[config.mk]
export PLATFORM = sky130hd
export DESIGN_NAME = add_round_key_iter
export DESIGN_NICKNAME = d
export VERILOG_FILES = /design/src/rtl/add_round_key_iter.sv
export SDC_FILE = /design/constraint.sdc
export NUM_CORES = 1
export LEC_CHECK = 0
export ABC_AREA = 1
export CORE_MARGIN = 2
export CORE_UTILIZATION = 45
export CTS_CLUSTER_DIAMETER = 40
export DETAILED_ROUTE_END_ITERATION = 8
export HOLD_SLACK_MARGIN = 0.06
export PLACE_DENSITY_LB_ADDON = 0.25
export SLEW_MARGIN = 20
export SYNTH_ARGS = -nofsm -noshare
export SYNTH_HDL_FRONTEND = slang
export SYNTH_SLANG_ARGS = --single-unit
[constraint.sdc]
create_clock -name clk -period 1.24 [get_ports clk]
set_input_delay 0.31 -clock clk [delete_from_list [all_inputs] [get_ports clk]]
set_output_delay 0.31 -clock clk [all_outputs]
set_load 0.02 [all_outputs]
[src/rtl/add_round_key_iter.sv]
// Iterative AddRoundKey: XORs a captured state block with its round key one
// LANE_W-bit lane per cycle, MSB lane first, and holds the result until consumed.
module add_round_key_iter #(
    parameter int BLOCK_W = 128,
    parameter int LANE_W  = 32
) (
    input  logic               clk,
    input  logic               rst,
    input  logic               in_valid,
    output logic               in_ready,
    input  logic [BLOCK_W-1:0] in_word,
    input  logic [BLOCK_W-1:0] in_key,
    input  logic               in_bypass,
    output logic               out_valid,
    input  logic               out_ready,
    output logic [BLOCK_W-1:0] out_str,
    output logic               busy
);

    localparam int NLANE = BLOCK_W / LANE_W;
    localparam int CW    = (NLANE > 1) ? $clog2(NLANE) : 1;

    typedef enum logic [1:0] {
        IDLE,
        RUN,
        DONE
    } state_t;

    state_t               state_q, state_d;
    logic [CW-1:0]        cnt_q, cnt_d;
    logic [BLOCK_W-1:0]   word_q, word_d;
    logic [BLOCK_W-1:0]   key_q, key_d;
    logic                 bypass_q, bypass_d;
    logic [BLOCK_W-1:0]   res_q, res_d;

    // in_ready is masked by rst so nothing is accepted on a reset edge.
    assign in_ready  = (state_q == IDLE) && !rst;
    assign out_valid = (state_q == DONE);
    assign busy      = (state_q != IDLE);
    assign out_str   = res_q;

    always_comb begin
        state_d  = state_q;
        cnt_d    = cnt_q;
        word_d   = word_q;
        key_d    = key_q;
        bypass_d = bypass_q;
        res_d    = res_q;

        case (state_q)
            IDLE: begin
                if (in_valid) begin
                    word_d   = in_word;
                    key_d    = in_key;
                    bypass_d = in_bypass;
                    cnt_d    = '0;
                    state_d  = RUN;
                end
            end
            RUN: begin
                // Only the lane selected by cnt_q is rewritten; the loop builds one shared XOR slice mux.
                for (int unsigned i = 0; i < NLANE; i++) begin
                    if (cnt_q == CW'(i)) begin
                        res_d[BLOCK_W-1-i*LANE_W -: LANE_W] =
                            word_q[BLOCK_W-1-i*LANE_W -: LANE_W] ^
                            ({LANE_W{~bypass_q}} & key_q[BLOCK_W-1-i*LANE_W -: LANE_W]);
                    end
                end
                if (cnt_q == CW'(NLANE - 1)) begin
                    state_d = DONE;
                end else begin
                    cnt_d = cnt_q + 1'b1;
                end
            end
            DONE: begin
                if (out_ready) begin
                    state_d = IDLE;
                end
            end
            default: begin
                state_d = IDLE;
            end
        endcase
    end

    always_ff @(posedge clk) begin
        if (rst) begin
            state_q  <= IDLE;
            cnt_q    <= '0;
            word_q   <= '0;
            key_q    <= '0;
            bypass_q <= 1'b0;
            res_q    <= '0;
        end else begin
            state_q  <= state_d;
            cnt_q    <= cnt_d;
            word_q   <= word_d;
            key_q    <= key_d;
            bypass_q <= bypass_d;
            res_q    <= res_d;
        end
    end

endmodule

-- After elaboration in Yosys (flattened, before gate mapping)
Cells that the tools add are included.
- output and inout bits: 131
- register bits after elaboration: 389
- reductions and logical operators: 13
- $add $sub $neg: 1
- equality and inequality tests: 9
- muxes and demuxes: 7
- bitwise gates (word level): 9
- operators by type and width (cell ; number):
    $and 32x32->32 ; 4
    $xor 32x32->32 ; 4
    $mux 2 ; 5
    $reduce_and 2->1 ; 5
    $eq 2x2->1 const B ; 3
    $ne 2x2->1 const B ; 3
    $pmux 2 s3 ; 1
    $reduce_and 3->1 ; 2
    $eq 2x1->1 const B ; 2
    $logic_not 2->1 ; 2
    $pmux 2 s2 ; 1
    $reduce_bool 2->1 ; 2
    $add 2x1->2 const B ; 1
    $ne 2x1->1 const B ; 1
    $logic_and 1x1->1 ; 1
    $logic_not 1->1 ; 1
    $not 1->1 ; 1

-- Depth between registers and ports, before layout
Gate-level depths: netlist (run 1).
- depth in word-level cells: 3
- mapped depth: 8
- gate-level depth less buffers: 6

-- Worst setup path after synthesis (run 1)
No wires, ideal clock.
- path kind: flip-flop to flip-flop
- from: reg cnt_q[0]
- to: reg res_q[55] (netlist: out_str[55])
- clock period less this slack: 1.308 ns
- setup time: 0.114 ns
- path buffers: 1
- arrival: 1.194 ns
- cell stages (with the launch flop): 8
- slack: -0.068 ns
- path through: dfxtp_1 -> inv_1 -> ha_1 -> nand2_2 -> clkbuf_1 -> nand2_1 -> nand2_1 -> nor2_1
- longest elaborated chain between the ends: 2
- RTL lines (item ; RTL line ; text):
    start: declaration ; 30 ; logic [CW-1:0] cnt_q, cnt_d;
    start signal: assignment ; 96 ; cnt_q <= cnt_d;
    $eq 2x2->1 ; 63 ; if (cnt_q == CW'(i)) begin
    $reduce_and 2->1 (no source line) ; n/a ;
    end signal: assignment ; 100 ; res_q <= res_d;
    end: declaration ; 34 ; logic [BLOCK_W-1:0] res_q, res_d;
No other way between the ends.
A chain may end at the register's enable or synchronous reset.

-- Worst setup path in the final report (run 1)
- from: reg state_q[0]
- to: out in_ready
- longest elaborated chain between the ends: 2
- RTL lines (item ; RTL line ; text):
    start: declaration ; 29 ; state_t state_q, state_d;
    start signal: assignment ; 95 ; state_q <= state_d;
    $logic_not 2->1 ; 37 ; assign in_ready = (state_q == IDLE) && !rst;
    $logic_and 1x1->1 ; 37 ;
    end: declaration ; 10 ; output logic in_ready,
No other way between the ends.

==> results of run 1 <==
[cell type report]
cell class | count | area, um2 | share of cell area, %
Sequential cell | 389 | 7950 | 33.1
Multi-Input combinational cell | 1698 | 7150 | 29.8
Timing Repair Buffer | 498 | 5650 | 23.5
Clock buffer | 65 | 1370 | 5.70
Inverter | 267 | 1040 | 4.34
Tap cell | 468 | 586 | 2.44
Clock inverter | 31 | 265 | 1.10
Timing Repair inverter | 1 | 11.3 | 0.0469
Antenna cell | 2 | 5.00 | 0.0208
[per-stage QoR]
stage	TNS (ns)	setup slack (ns)	utilization [%]
final	-79.76	-0.366	65.9
after CTS	-80.43	-0.388	65.6
after global routing	-114.51	-0.416	65.9
after global placement	-156.49	-0.533	59.3
after detailed placement	-171.08	-0.582	59.3
after floorplan	0	0.00511	-
[repair_timing]
action | 4_1_cts | 5_1_grt
setup endpoints to repair | 518 | 520
pin swaps | 2 | 2
buffers inserted | 11 | 0
cloned | 6 | 2
gates resized for setup | 935 | 16
hold endpoints to repair | 0 | 0
[where the power goes]
group          total [mW]  internal [mW]  switching (mW)
Sequential           14.2           13.5           0.697
Combinational        5.49           2.71            2.77
Clock                14.1           8.33            5.73
Total                33.7           24.5            9.20
[metal layers]
layer  routed length (um)  vias to the layer above  share of wire, %
li1                     -                     8531                 -
met1                20000                     7599                41
met2                23200                      506                48
met3                 3380                      118               7.0
met4                 1860                        0               3.8
met5                    0                        -                 0
[Yosys cell counts (all sizes together)]
library cell  instances  share of area (%)
nand2               523                 12
dfxtp               389                 47
nand3b                1              0.045
buf                  63                2.1
nor2                653                 15
clkbuf               88                2.0
nand3               130                3.9
inv                 267                6.1
o21ai               257                7.8
a21oi               130                3.9
ha                    4               0.30
[worst max path at each step]
stage / end / slack, ns / cells after the start
floorplan: key_q[100] / 0.005 / 6
global placement: in_ready / -0.53 / 3
detailed placement: word_q[69] / -0.58 / 6
CTS: in_ready / -0.39 / 4
global route: in_ready / -0.42 / 4
finish: in_ready / -0.37 / 4
[critical path, stage by stage (launching register included)]
cell     delay, ns
dfxtp_2       0.35
nor2_4        0.12
inv_2         0.05
nor2_2        0.07
buf_4         0.14
[cells by family (layout without fill, tap and decap cells)]
kind of cell | count (synthesis) | in the layout | share of synthesized area (%)
AO/OA/AOI/OAI | 387 | 387 | 11.7
adder cells (fa/ha/maj) | 4 | 4 | 0.302
buffers and inverters | 418 | 862 | 10.2
flip-flops | 389 | 389 | 47.0
other | 0 | 2 | 0
AND/OR/NAND/NOR | 1307 | 1307 | 30.8
[registers in the layout, summed over array words and instances (netlist names)]
| signal | count |
|---|---|
| out_str | 128 |
| bypass_q | 1 |
| cnt_q | 2 |
| word_q | 128 |
| state_q | 2 |
| key_q | 128 |
==> flow_summary_export.csv, run 1 <==
group,metric,value,unit
status,status,"finished with violations",
status,violations,"setup timing",
final_layout,nets,3171,
floorplan,initial_utilization,45.4,%
run,maxCapViolations,0,
global_route,gr-usage-all-layers,24.4,%
final_layout,syn_to_final_growth,45.1,%
timing,max_freq,0.623,GHz
hold_path,min-delay-path-class,"in -> reg",
power_and_ir_drop,irDropWorstVdd,992,uV
global_route,grt_pass1_wl,76800,um
timing,rsz0062_at_grt,"true",
place,placed_cells,3302,
floorplan,io_pins,392,
timing,finalHoldViolCount,0,
floorplan,core,36400,um2
worst_setup_path,rrSetupSlack,-0.35,ns
global_route,antenna_found_initial,2,
yosys,syn_inst,2505,
hold_path,worstHoldStart,"in_word[119]",
worst_setup_path,crit_type,"reg -> out",
place,place_area,21600,um2
timing,period_minus_slack,1.61,ns
timing,finClkSkew,0.0169,ns
clocking,clock_sinks,389,
final_layout,fillers,3084,
drt,post_drt_wl_per_cell,14.2,um
drt,drt-initial-drc-count,791,
floorplan,chipHeight,196,um
place,dp_hpwl,32500,um
final_layout,drive_above_1_share,16.1,%
worst_setup_path,required,0.93,ns
timing,finalSetupViolations,519,
worst_setup_path,r2r-start,"state_q[0]",
drt,dr.pass1.iters,5,
clocking,cts_root_buffer,"clkbuf_16",
power_and_ir_drop,power_leakage,11.0,nW
timing,fin_crit_sh,130,%
clocking,clk_pin_slew,0.06,ns
yosys,ys_ff_latch,389,
yosys,ys_seq_area_share,47.0,%
clocking,clockBufferDepth,3,
global_route,grt_pass1_vias,15968,
final_layout,design_area,24000,um2
clocking,cts_hold_buf,0,
global_route,busiest_layer,"met2",
worst_setup_path,startpoint,"state_q[0]",
place,io_buffer_count,391,
drt,routed_via_density,4.90,
clocking,htreeDepth,2,
final_layout,layout_common_cells,"649 x nor2_1, 518 x nand2_1, 265 x dfxtp_1, 261 x inv_1, 260 x clkdlybuf4s50_1",
clocking,cts_tree,"done",
timing,timing.slew.headroom,76.6,%
yosys,postSynthAreaPerCell,6.61,um2
yosys,yosys_warnings,0,
timing,worst_slew_pin_slew,0.347,ns
drt,via_count,16754,
place,gp_congestion,0.842,
floorplan,dieArea,38300,um2
global_route,met1_usage,29.5,%
worst_setup_path,end_kind,"primary output",
hold_path,hold_path_end,"word_q[119]",
global_route,use_met2,41.7,%
yosys,netlist_area,16600,um2
global_route,overflow,0,
clocking,clock_latency,0.57,ns
power_and_ir_drop,powerDensity,1400,nW/um2
global_route,met3_usage,5.31,%
worst_setup_path,cp.arrival,1.30,ns
floorplan,die_w,196,um
timing,layout_setup_ws,-0.366,ns
power_and_ir_drop,p_total,33.7,mW
timing,whs,0.357,ns
yosys,syn_nets,2770,
worst_setup_path,path_max_fanout,3,
drt,routed_wl,48400,um
clocking,cts_buffers,51,
drt,ant_nets,0,
worst_setup_path,start_kind,"register",
drt,drc,0,
timing,drv_slew,0,
hold_path,hold_depth,3,
final_layout,layout_commonest_cell,"nor2_1",
yosys,synth_cell_types,19,
worst_setup_path,r2r-end,"word_q[71]",
global_route,grt_max_degree,53,
final_layout,stdcell_count,3419,
worst_setup_path,reg2regPathDepth,9,
floorplan,row_count,70,
(Power assumes the default switching activity.)
==> run 2: changes to the inputs <==
Settings changed: CAP_MARGIN from default to 15.
==> results of run 2 <==
Final layout, timing and power as in run 1 (identical DEF).
